--- config.mk ---
export PLATFORM = sky130hd
export DESIGN_NAME = seg_scan
export DESIGN_NICKNAME = d
export VERILOG_FILES = /design/src/rtl/seg_scan_pkg.sv /design/src/rtl/seg_scan_lz_mask.sv /design/src/rtl/seg_scan.sv
export SDC_FILE = /design/constraint.sdc
export NUM_CORES = 1
export LEC_CHECK = 0
export CORE_MARGIN = 1.5
export CORE_UTILIZATION = 38
export CTS_BUF_LIST = sky130_fd_sc_hd__clkbuf_8
export DETAILED_ROUTE_END_ITERATION = 7
export SLEW_MARGIN = 20
export SYNTH_ARGS = -nofsm -noshare
export SYNTH_HDL_FRONTEND = slang
export SYNTH_SLANG_ARGS = --single-unit
--- constraint.sdc ---
create_clock -name clk -period 4.5 [get_ports clk]
set_input_delay 0.45 -clock clk [delete_from_list [all_inputs] [get_ports clk]]
set_output_delay 0.45 -clock clk [all_outputs]
set_load 0.01 [all_outputs]
--- src/rtl/seg_scan_pkg.sv ---
// rtl/seg_scan_pkg.sv - shared scan state encodings and default timing constants
package seg_scan_pkg;

  // Scanner phase: a digit is either lit (SHOW) or in its blanking gap (GAP)
  typedef enum logic {
    SHOW = 1'b0,
    GAP  = 1'b1
  } scan_state_t;

  // Defaults shared with the decoder top level
  localparam int DEFAULT_DIGITS       = 4;
  localparam int DEFAULT_PRESCALE     = 50000;
  localparam int DEFAULT_BLANK_CYCLES = 16;

  // Counter width able to hold 0..n-1, at least one bit
  function automatic int count_width(input int n);
    return (n > 1) ? $clog2(n) : 1;
  endfunction

endpackage

--- src/rtl/seg_scan_lz_mask.sv ---
// rtl/seg_scan_lz_mask.sv - leading-zero suppress vector for the digit scanner
module seg_scan_lz_mask #(
  parameter int DIGITS = 4
) (
  input  logic [4*DIGITS-1:0] active,
  input  logic                lz_en,
  output logic [DIGITS-1:0]   suppress
);

  logic zero_run;

  // Walk from the most significant digit down while every nibble seen is zero
  always_comb begin
    suppress = '0;
    zero_run = 1'b1;
    for (int i = DIGITS - 1; i >= 0; i--) begin
      zero_run    = zero_run & (active[4*i +: 4] == 4'h0);
      suppress[i] = lz_en & zero_run;
    end
    // The rightmost digit always shows, so a zero value still reads "0"
    suppress[0] = 1'b0;
  end

endmodule

--- src/rtl/seg_scan.sv ---
// rtl/seg_scan.sv - multiplexed hex digit scanner with blanking and tear-free updates
module seg_scan
  import seg_scan_pkg::*;
#(
  parameter int DIGITS       = DEFAULT_DIGITS,
  parameter int PRESCALE     = DEFAULT_PRESCALE,
  parameter int BLANK_CYCLES = DEFAULT_BLANK_CYCLES
) (
  input  logic                clk,
  input  logic                rst,
  input  logic                load,
  input  logic [4*DIGITS-1:0] value,
  input  logic                lz_en,
  output logic [3:0]          nibble_out,
  output logic [DIGITS-1:0]   digit_sel,
  output logic                frame_done
);

  localparam int CNT_MAX = (PRESCALE > BLANK_CYCLES) ? PRESCALE : BLANK_CYCLES;
  localparam int CNT_W   = count_width(CNT_MAX);
  localparam int IDX_W   = count_width(DIGITS);

  localparam logic [CNT_W-1:0] SHOW_LAST = CNT_W'(PRESCALE - 1);
  localparam logic [CNT_W-1:0] GAP_LAST  = CNT_W'(BLANK_CYCLES - 1);
  localparam logic [IDX_W-1:0] IDX_LAST  = IDX_W'(DIGITS - 1);

  scan_state_t         state;
  logic [IDX_W-1:0]    idx;
  logic [CNT_W-1:0]    cnt;
  logic [4*DIGITS-1:0] active;
  logic [4*DIGITS-1:0] shadow;
  logic                pending;
  logic [DIGITS-1:0]   suppress;

  seg_scan_lz_mask #(
    .DIGITS (DIGITS)
  ) u_lz_mask (
    .active   (active),
    .lz_en    (lz_en),
    .suppress (suppress)
  );

  // Scan sequencer: SHOW/GAP timing, digit index, frame wrap and shadow hand-off
  always_ff @(posedge clk or posedge rst) begin
    if (rst) begin
      state      <= SHOW;
      idx        <= '0;
      cnt        <= '0;
      active     <= '0;
      shadow     <= '0;
      pending    <= 1'b0;
      frame_done <= 1'b0;
    end else begin
      frame_done <= 1'b0;
      case (state)
        SHOW: begin
          if (cnt == SHOW_LAST) begin
            cnt   <= '0;
            state <= GAP;
          end else begin
            cnt <= cnt + 1'b1;
          end
        end
        GAP: begin
          if (cnt == GAP_LAST) begin
            cnt   <= '0;
            state <= SHOW;
            if (idx == IDX_LAST) begin
              idx        <= '0;
              frame_done <= 1'b1;
              // Only the frame boundary may change what is displayed
              if (pending) begin
                active  <= shadow;
                pending <= 1'b0;
              end
            end else begin
              idx <= idx + 1'b1;
            end
          end else begin
            cnt <= cnt + 1'b1;
          end
        end
        default: begin
          state <= SHOW;
          cnt   <= '0;
        end
      endcase
      // Placed last so a load on the wrap edge keeps pending set for the next frame
      if (load) begin
        shadow  <= value;
        pending <= 1'b1;
      end
    end
  end

  // Output decode: nibble of the current digit and its active-low enable
  always_comb begin
    nibble_out = 4'h0;
    digit_sel  = '1;
    for (int i = 0; i < DIGITS; i++) begin
      if (idx == IDX_W'(i)) begin
        nibble_out = active[4*i +: 4];
        if (state == SHOW && !suppress[i]) begin
          digit_sel[i] = 1'b0;
        end
      end
    end
  end

endmodule

**Yosys cells after proc, flatten, opt, wreduce, memory -nomap -nowiden**

Index checks and enable logic that the tools add are counted.

- Register bits after elaboration: 53
- Bits in latches: 0
- Bits in writable memories: 0
- Memory bits (read-only): 0
- Input port bits: 20
- Memories kept: 0

- $add $sub $neg: 2
- Multipliers: 0
- Div/mod/pow operators: 0
- Order comparisons: 0
- Equal/unequal tests: 5
- Shift-type cells: 0
- Mux-type cells: 26
- Bitwise logic cells: 6
- Reductions and logical operators: 16

Operators with widths:

| cell | number |
|---|---|
| 16-bit two-way mux | 2 |
| 16-bit one-hot mux with 2 select lines | 1 |
| 1-bit two-way mux | 17 |
| 16-bit by 1-bit adder with 16-bit output, second input constant | 1 |
| 16-bit == test, second input constant | 1 |
| 16-bit by 4-bit == test with 1-bit output, second input constant | 1 |
| 4-bit two-way mux | 4 |
| 4-bit zero test | 3 |
| 2-bit nonzero test | 3 |
| 1-bit AND | 5 |
| 2-bit == test, second input constant | 2 |
| 4-bit AND reduction | 1 |
| 1-bit logical AND | 3 |
| 1-bit zero test | 3 |
| 3-bit AND reduction | 1 |
| 2-bit by 1-bit adder with 2-bit output, second input constant | 1 |
| 2-bit by 1-bit == test with 1-bit output, second input constant | 1 |
| 2-bit zero test | 1 |
| 2-bit two-way mux | 1 |
| 1-bit one-hot mux with 2 select lines | 1 |
| 2-bit AND reduction | 1 |
| 1-bit inverter | 1 |

**Longest topological paths before layout**

- Depth after elaboration: 8
- Mapped depth: 6
- Depth with buffers taken out: 6

**Cells and area by module**

From an unflattened synthesis, not the netlist that was laid out.

- Cells, all modules: 201
- Area, all modules: 2503.7 um^2

Modules (own cells, without submodules):

| module | instances | cells each | area an instance (um^2) |
|---|---|---|---|
| seg_scan | 1 | 193 | 2446.1 |
| seg_scan_lz_mask | 1 | 8 | 57.6 |

**Worst setup path before layout**

Ideal clock, no wire load.

- Path type: flip-flop to flip-flop
- Start point: register cnt[5]
- End point: register active[15]
- Library setup time: 0.125 ns
- Data arrival time: 1.932 ns
- Path slack: 2.443 ns
- Cell stages (with the launch flop): 6
- Buffers on the path: 1
- Path through: dfrtp_1 > or4_4 > nor3_4 > nand4_4 > buf_6 > mux2_4

- Cells in the longest elaborated chain, start to end: 2

Ends and longest elaborated chain:

| element | line | text |
|---|---|---|
| start, declared | seg_scan.sv:29 | `logic [CNT_W-1:0] cnt;` |
| start signal, assigned | seg_scan.sv:61 | `cnt <= cnt + 1'b1;` |
| start signal, assigned | seg_scan.sv:80 | `cnt <= cnt + 1'b1;` |
| 16-bit by 4-bit == test with 1-bit output | seg_scan.sv:65 | `if (cnt == GAP_LAST) begin` |
| 4-bit AND reduction (no line) | - |  |
| end signal, assigned | seg_scan.sv:73 | `active <= shadow;` |
| end, declared | seg_scan.sv:30 | `logic [4*DIGITS-1:0] active;` |

Every way passes these cells.
A chain may end at the register's enable or synchronous reset.

**Final worst setup path**

- Start point: register idx[0]
- End point: output nibble_out[1]

- Cells in the longest elaborated chain, start to end: 5

Ends and longest elaborated chain:

| element | line | text |
|---|---|---|
| start, declared | seg_scan.sv:28 | `logic [IDX_W-1:0] idx;` |
| start signal, assigned | seg_scan.sv:77 | `idx <= idx + 1'b1;` |
| 2-bit zero test | seg_scan.sv:101 | `if (idx == IDX_W'(i)) begin` |
| 4-bit two-way mux (3 in series) | seg_scan.sv:101 |  |
| 4-bit two-way mux (*) | seg_scan.sv:101 |  |
| end, declared | seg_scan.sv:14 | `output logic [3:0] nibble_out,` |

Mark *: on every way between the ends. The rest lies on a longest branch, timed or not.

==> results.py <==
metrics = {
    "grt": {
        "grt_pass1_wl_um": 7590,
        "grtUsageTotal_pct": 13.5,
        "grt_pass1_vias": 1625,
        "grt_overflow": 0,
        "antenna_found_initial": 0,
        "grt_max_degree": 54,
    },
    "setup_path": {
        "cp_max_fo": 9,
        "worstSetupEndpointType": "output port",
        "cpMostUsedCell": "a21oi_1",
        "critPathSlowestCell": "clkdlybuf4s50_1",
        "timing.critical_path.max_delay_family": "buffers and inverters",
        "max_stage_delay_ps": 570,
        "critPathRequiredTime_ps": 4050,
        "path_class": "flop to output port",
        "worstSetupStartpointType": "flop",
        "cp.arrival_ps": 2220,
        "path_buf_inv": 1,
        "worstPathCellList": "ha_1, nand3b_1, a21oi_1, a21oi_1, o21ai_0, clkdlybuf4s50_1",
    },
    "power_and_ir_drop": {
        "p_leak_nw": 1.34,
        "p_total_w": 0.000840,
        "pwr_density_cell_nw_per_um2": 286,
        "ir_worst_vdd_mv": 0.137,
    },
    "drt": {
        "vias": 1540,
        "wl_per_cell_um": 13.7,
        "drt-pass1-iter-count": 4,
        "vias_per_cell": 4.97,
        "drc": 0,
        "drt-total-wl_um": 4240,
        "drt-initial-drc-count": 53,
        "final_antenna_net_count": 0,
    },
    "synth": {
        "ys_ff_latch": 53,
        "netlist_area_um2": 2480,
        "synth_area_leader_cell": "dfrtp_1",
        "synth_flop_cell": "dfrtp_1",
        "yosysWarnings": 0,
        "synth_edf_count": 0,
        "synthCells": 203,
        "synth_area_leaders": "dfrtp_1, mux2_2, mux2_4",
        "ys_seq_area_share_pct": 53.6,
        "synth_top_area_share_pct": 53.6,
        "synth_cell_types": 33,
        "syn-num-nets": 228,
        "syn-mean-instance-area_um2": 12.2,
        "async_flop_share_pct": 100,
    },
    "clocking": {
        "htreeDepth": 2,
        "clk_latency_ps": 310,
        "cts_setup_buffers": 0,
        "cts-hold-fix-buffers": 0,
        "cts_buffers": 5,
        "clk_pin_slew_ps": 100,
        "numClockSinks": 53,
        "root_buffer": "clkbuf_8",
        "tritoncts": "built",
        "post_cts_resized": 0,
        "clockBufferDepth": 2,
    },
    "sta": {
        "period_share_pct": 59.3,
        "final-hold-violation-count": 0,
        "post-route-min-period_ps": 2670,
        "fin_tns_setup_ps": 0,
        "fmax_ghz": 0.375,
        "timing.slew.headroom_pct": 45.6,
        "tightest_slew_ps": 814,
        "setup_viol": 0,
        "fin_skew_ps": 10.0,
        "drv_slew": 0,
        "rsz0062_at_grt": "false",
    },
    "placement": {
        "place_hpwl_um": 3010,
        "place.gp.congestion": 0.721,
        "port_buffers": 28,
    },
    "die": {
        "die-area_um2": 7010,
        "die_h_um": 83.7,
        "core_area_um2": 6310,
        "die_x_um": 83.7,
        "io_pins": 29,
        "num_rows": 29,
        "start_util_pct": 39.2,
    },
    "hold_path": {
        "hold_path.class": "flop to flop",
    },
    "cells_and_area": {
        "layout-drive-gt1-share_pct": 20.2,
        "fin_nets": 257,
        "fillers": 585,
        "area_growth_syn_to_layout_pct": 18.4,
        "insertedDiodeCount": 0,
    },
    "job": {
        "drv_cap": 0,
    },
    "outcome": {
        "status": "complete, no violations",
    },
}
==> where the power goes <==
part / switching [W] / internal (W)
Sequential: 0.00000717 / 0.000490
Clock: 0.000154 / 0.000142
Combinational: 0.0000174 / 0.0000284
==> path summary, 6_finish.rpt <==
kind                        start            end  slack, ps  cells after the start
setup / recovery           idx[0]  nibble_out[1]       1830                      6
hold / removal             cnt[0]         cnt[0]        490                      1
setup reg to reg           cnt[5]      active[4]       2240                      4
hold reg to reg            cnt[0]         cnt[0]        490                      1
max in group asynchronous     rst        cnt[14]       3450                      3
min in group asynchronous     rst     active[14]        640                      3
==> metal layers <==
metal / up-vias / GRT usage [%] / share of wire [%]
li1: 767 / - / -
met3: 11 / 3.07 / 4.0
met2: 30 / 21.0 / 45
met1: 732 / 17.9 / 48
met5: - / 0 / 0
met4: 0 / 6.26 / 2.3
==> cells in the final DEF (no fill, tap or decap), types with 3 or more instances in the layout <==
cell	n
xor2_1	11
nand3b_1	6
dfrtp_1	53
clkbuf_8	7
nand4_1	4
nand2_1	15
o21ai_0	8
a21oi_1	9
ha_1	5
nand3_1	8
mux2_2	22
mux2_4	10
inv_1	4
nor2_1	12
and3_1	3
clkdlybuf4s50_1	28
and4_1	3
==> cell type report <==
cell class              instances  area, µm²  share of cell area, %
clock buffers                   7       96.3                   3.29
clock inverters                 1       8.76                  0.299
multi-input cells             138       1100                   37.4
inverters                       5       18.8                  0.640
flip-flops and latches         53       1330                   45.2
repair buffers                 29        288                   9.82
well taps                      77       96.3                   3.29
==> sequential cells by signal (all words and copies together) (netlist names) <==
register / cells
active: 16
pending: 1
cnt: 16
state: 1
shadow: 16
frame_done: 1
idx: 2
==> stage by stage <==
step / utilization, % / hold WS (ps) / instances / worst slack, ps / area, µm²
global route: 46.4 / 516 / 310 / 1610 / 2930
floorplan: - / 455 / 203 / 2440 / 2480
global placement: 44.8 / 476 / 302 / 2200 / 2830
detailed placement: 44.8 / 482 / 302 / 2140 / 2830
finish: 46.4 / 491 / 310 / 1830 / 2930
CTS: 46.4 / 496 / 310 / 1780 / 2930
==> cell usage after synthesis, types with 2 or more instances <==
cell / instances
dfrtp_1: 53
mux2_2: 22
nand2_1: 15
nor2_1: 12
xor2_1: 11
mux2_4: 10
a21oi_1: 9
nand3_1: 8
o21ai_0: 8
clkbuf_1: 6
nand3b_1: 6
ha_1: 5
inv_1: 5
nand4_1: 4
and3_1: 3
and4_1: 3
nor2b_1: 2
nor4_1: 2
or3_1: 2
or4_1: 2
or4_4: 2
xnor2_1: 2
==> cells by family (layout without fill, tap and decap cells) <==
family	Yosys count	count (layout)	synth area share, %
xor gates and xnor gates	13	13	4.60
and+or+nand+nor	67	67	16.4
buffers and inverters	12	42	2.12
adders and majority gates	5	5	2.53
muxes	33	33	16.5
DFF	53	53	53.6
AOI/OAI and AO/OA	20	20	4.35
(Power assumes the default switching activity.)
